File: src/rtl/pipe_mux.sv
// Multi-channel input mux feeding a single registered output stage with valid/ready handshake.
// Channel choice is either an explicit select or a round-robin search over valid inputs.
module pipe_mux #(
    parameter int WIDTH  = 32,
    parameter int NUM_IN = 4,
    parameter int MODE   = 0,
    localparam int SEL_W = $clog2(NUM_IN)
) (
    input  logic                    clk,
    input  logic                    rst_n,
    input  logic [NUM_IN*WIDTH-1:0] in_data,
    input  logic [NUM_IN-1:0]       in_valid,
    output logic [NUM_IN-1:0]       in_ready,
    input  logic [SEL_W-1:0]        sel,
    output logic [WIDTH-1:0]        out_data,
    output logic                    out_valid,
    input  logic                    out_ready,
    output logic [SEL_W-1:0]        out_chan
);

    localparam logic [SEL_W:0] LAST_IDX = (SEL_W + 1)'(NUM_IN - 1);

    logic [WIDTH-1:0] out_data_q, out_data_d;
    logic             out_valid_q, out_valid_d;
    logic [SEL_W-1:0] out_chan_q, out_chan_d;
    logic [SEL_W-1:0] rr_ptr_q, rr_ptr_d;

    logic             can_accept;
    logic             grant_valid;
    logic [SEL_W-1:0] grant_idx;
    logic             transfer;
    logic [WIDTH-1:0] sel_data;
    logic [WIDTH-1:0] chan_data [NUM_IN];

    assign can_accept = !out_valid_q || out_ready;

    generate
        for (genvar gi = 0; gi < NUM_IN; gi++) begin : g_chan
            assign chan_data[gi] = in_data[gi*WIDTH +: WIDTH];
            // Gated by rst_n so no handshake can be offered while reset is held.
            assign in_ready[gi]  = rst_n && can_accept && grant_valid
                                   && (grant_idx == SEL_W'(gi));
        end
    endgenerate

    // Round-robin: scan from the farthest offset down so the nearest valid channel wins.
    always_comb begin
        int cand;
        cand        = 0;
        grant_valid = 1'b0;
        grant_idx   = '0;
        if (MODE == 0) begin
            grant_valid = ({1'b0, sel} <= LAST_IDX);
            grant_idx   = sel;
        end else begin
            for (int off = NUM_IN - 1; off >= 0; off--) begin
                cand = int'(rr_ptr_q) + off;
                if (cand >= NUM_IN) cand = cand - NUM_IN;
                if (in_valid[SEL_W'(cand)]) begin
                    grant_valid = 1'b1;
                    grant_idx   = SEL_W'(cand);
                end
            end
        end
    end

    always_comb begin
        sel_data = '0;
        for (int k = 0; k < NUM_IN; k++) begin
            if (grant_idx == SEL_W'(k)) sel_data = chan_data[k];
        end
    end

    assign transfer = |(in_valid & in_ready);

    always_comb begin
        out_data_d  = out_data_q;
        out_chan_d  = out_chan_q;
        out_valid_d = out_valid_q;
        rr_ptr_d    = rr_ptr_q;
        if (transfer) begin
            out_data_d  = sel_data;
            out_chan_d  = grant_idx;
            out_valid_d = 1'b1;
            if (MODE == 1) begin
                rr_ptr_d = (grant_idx == LAST_IDX[SEL_W-1:0]) ? '0 : grant_idx + 1'b1;
            end
        end else if (out_ready) begin
            out_valid_d = 1'b0;
        end
    end

    always_ff @(posedge clk or negedge rst_n) begin
        if (!rst_n) begin
            out_data_q  <= '0;
            out_chan_q  <= '0;
            out_valid_q <= 1'b0;
            rr_ptr_q    <= '0;
        end else begin
            out_data_q  <= out_data_d;
            out_chan_q  <= out_chan_d;
            out_valid_q <= out_valid_d;
            rr_ptr_q    <= rr_ptr_d;
        end
    end

    assign out_data  = out_data_q;
    assign out_chan  = out_chan_q;
    assign out_valid = out_valid_q;

endmodule

File: config.mk
export PLATFORM = sky130hd
export DESIGN_NAME = pipe_mux
export DESIGN_NICKNAME = d
export VERILOG_FILES = /design/src/rtl/pipe_mux.sv
export SDC_FILE = /design/constraint.sdc
export NUM_CORES = 1
export LEC_CHECK = 0
export ABC_AREA = 0
export CAP_MARGIN = 20
export CORE_MARGIN = 4
export CORE_UTILIZATION = 36
export DETAILED_ROUTE_END_ITERATION = 8
export PLACE_DENSITY_LB_ADDON = 0.1
export SYNTH_ARGS = -nofsm -noshare
export SYNTH_HDL_FRONTEND = slang
export SYNTH_SLANG_ARGS = --single-unit
File: constraint.sdc
create_clock -name clk -period 2.1 [get_ports clk]
set_input_delay 0.42 -clock clk [delete_from_list [all_inputs] [get_ports clk]]
set_output_delay 0.42 -clock clk [all_outputs]
set_load 0.005 [all_outputs]
==> qor.yml, run 1 <==
sta:
  worst_pin_slew_ns: 0.505
  clock.fmax_mhz: 513
  finalCritPeriodShare_pct: 92.9
  setup_viol: 0
  rsz0062_at_grt: "false"
  fin_setup_tns_ns: 0
  slew_viol_final: 0
  finalHoldViolations: 0
  min_period_ns: 1.95
  skew_ns: 0.00539
  relSlewSlack_pct: 66.4
layout:
  nets: 445
  nFillCells: 474
  drive_gt1_share_pct: 27.0
  stdcell_count: 382
  diodes: 0
  final_area_sq_um: 4130
  areaGrowthSynthToFinish_pct: 87.0
grt:
  grt_usage_pct: 17.7
  grt_pass1_wl_um: 10200
  grt_max_degree: 39
  grt.overflow.total: 0
  grt_antenna_before_repair: 1
  grt_pass1_vias: 2206
setup_path:
  r2r-start: "out_valid"
  reg2reg_depth: 5
  regToRegSetupSlack_ns: 0.76
  crit_arrival_ns: 1.53
  r2r-end: "out_data[6]"
  slowest_stage: "clkdlybuf4s50_1"
  critical-path-max-stage-delay_ns: 0.45
  path_class: "primary input to output port"
  path_cells: "clkdlybuf4s50_1, nand2b_4, nand2_1, nor3_1, dlygate4sd2_1"
  cp-start-kind: "primary input"
  critPathLaunch: "out_ready"
  crit_end: "in_ready[0]"
  worstPathMaxFanout: 3
  end_kind: "output port"
  required_ns: 1.68
routing:
  wire_per_inst_um: 17.7
  dr.pass1.iters: 4
  drt-total-wl_um: 6760
  drtIter0Drc: 22
  final_antenna_net_count: 0
  drc: 0
  dr_total_vias: 1954
  viasPerCell: 5.12
power:
  leakage_uw: 0.00163
  ir_drop_v: 0.000331
  power_density_nw_per_um2: 603
clock_network:
  cts.sinks: 35
  cts_root_buf: "clkbuf_8"
  clockBufferDepth: 2
  post_cts_resized: 6
  cts_tree: "done"
  cts_hold_buffers: 0
  clock_latency_ns: 0.28
  cts_setup_buffers: 0
  cts_buffers: 5
  h-tree-depth: 2
  path_clk_slew_ns: 0.07
die:
  dieHeight_um: 86.3
  pin_count: 176
  start_util_pct: 37.3
  num_rows: 28
  fp.dieW_um: 86.3
  core-area_sq_um: 5920
  die-area_sq_um: 7450
place:
  gp_congestion: 0.737
  dpl.cell_count: 376
  io_buffers: 175
  hpwlAfterDp_um: 5640
  dpl-instance-area_sq_um: 4050
job:
  cap_violations: 0
yosys:
  yosys_warnings: 0
  syn_area_sq_um: 2210
  synthCells: 127
  yosys.area.top_type_share_pct: 39.7
  seq_area_frac_synth_pct: 39.7
  syn_area_per_cell_sq_um: 17.4
  synth_nets: 264
  yosysTopAreaCell: "dfrtp_1"
  synth_area_leaders: "dfrtp_1 (40%), mux4_2 (27%), mux2_2 (18%)"
  synth_cell_types: 17
  synth-seq-cells: 35
hold_path:
  worstHoldPathType: "primary input to asynchronous set/reset pin"
run_status:
  run_status: "finished clean"
-- synthesized netlist by cell type --
| library cell | count |
|---|---|
| dfrtp_1 | 35 |
| mux2_2 | 35 |
| mux4_2 | 26 |
| mux4_1 | 7 |
| buf_6 | 6 |
| buf_2 | 2 |
| clkbuf_1 | 2 |
| nand2_1 | 2 |
| nand3_1 | 2 |
| nor2_1 | 2 |
| nor3_1 | 2 |
| a22o_1 | 1 |
| a31o_2 | 1 |
| buf_1 | 1 |
| inv_1 | 1 |
| nand2b_1 | 1 |
| nand3_4 | 1 |
-- cell families after synthesis --
| family | Yosys count | share of synthesized area, % |
|---|---|---|
| compound gates | 2 | 0.793 |
| buf+inv | 12 | 4.19 |
| flops | 35 | 39.7 |
| mux | 68 | 52.7 |
| simple gates | 10 | 2.66 |
-- layout by cell type (no fill, tap or decap), drive strengths merged --
| cell type | instances |
|---|---|
| clkdlybuf4s50 | 168 |
| mux2 | 35 |
| dfrtp | 35 |
| mux4 | 33 |
| buf | 13 |
| clkbuf | 6 |
| dlygate4sd2 | 4 |
| nand3 | 3 |
| nand2 | 2 |
| nor2 | 2 |
| nor3 | 2 |
| nand2b | 1 |
| inv | 1 |
| a31o | 1 |
| a22o | 1 |
-- layout make-up --
| type | instances | area, sq um | share of cell area [%] |
|---|---|---|---|
| clock buffer | 6 | 72.6 | 1.76 |
| inverter | 1 | 3.75 | 0.0909 |
| multi-input combinational | 80 | 1250 | 30.3 |
| sequential | 35 | 876 | 21.2 |
| tap | 75 | 93.8 | 2.27 |
| timing repair buffer | 185 | 1830 | 44.4 |
-- critical path, delay by kind of cell --
kind / cells / cell delay, ns
buffers and inverters: 2 / 0.73
AND/OR/NAND/NOR: 3 / 0.37
-- registers in the layout (all words and copies together), names as in the netlist --
signal     count
out_data      32
out_valid      1
out_chan       2
-- stage by stage --
step,util (%),total power (uW),setup WS [ns],hold WS [ns]
after floorplan,-,1340,0.429,0.124
after global placement,68.4,2060,-0.0367,0.486
after detailed placement,68.4,2090,-0.158,0.494
after CTS,69.8,2540,0.177,0.255
after global routing,69.8,2650,0.0770,0.265
final,69.8,2490,0.150,0.235
-- worst min path at each step --
stage                  from      endpoint  slack, ns  cells after the start
2_1_floorplan         rst_n   out_chan[0]       0.12                      0
3_3_place_gp    out_data[6]   out_data[6]       0.49                      1
3_5_place_dp   out_data[11]  out_data[11]       0.49                      1
4_1_cts               rst_n  out_data[11]       0.25                      2
5_1_grt               rst_n  out_data[12]       0.26                      2
6_report              rst_n  out_data[12]       0.23                      2
-- where the power goes --
group	internal [uW]	total (uW)	switching, uW	leakage (uW)
Sequential	864	955	90.8	0.000410
Clock	221	436	216	0.0000371
Combinational	807	1100	293	0.00119
-- per-layer routing --
layer	wire length [um]	track usage [%]	vias up	share of wire (%)
li1	-	-	886	-
met1	2190	18.0	957	32
met2	3650	33.0	100	54
met3	814	7.60	9	12
met4	95	4.39	2	1.4
met5	12	0	-	0.18
(Power assumes the default switching activity.)
==> run 2: changes to the inputs <==
--- a/config.mk
+++ b/config.mk
@@ -10,6 +10,7 @@
 export CORE_MARGIN = 4
 export CORE_UTILIZATION = 36
 export DETAILED_ROUTE_END_ITERATION = 8
+export HOLD_SLACK_MARGIN = 0.03
 export PLACE_DENSITY_LB_ADDON = 0.1
 export SYNTH_ARGS = -nofsm -noshare
 export SYNTH_HDL_FRONTEND = slang
==> results of run 2 <==
Final layout, timing and power as in run 1 (identical DEF).
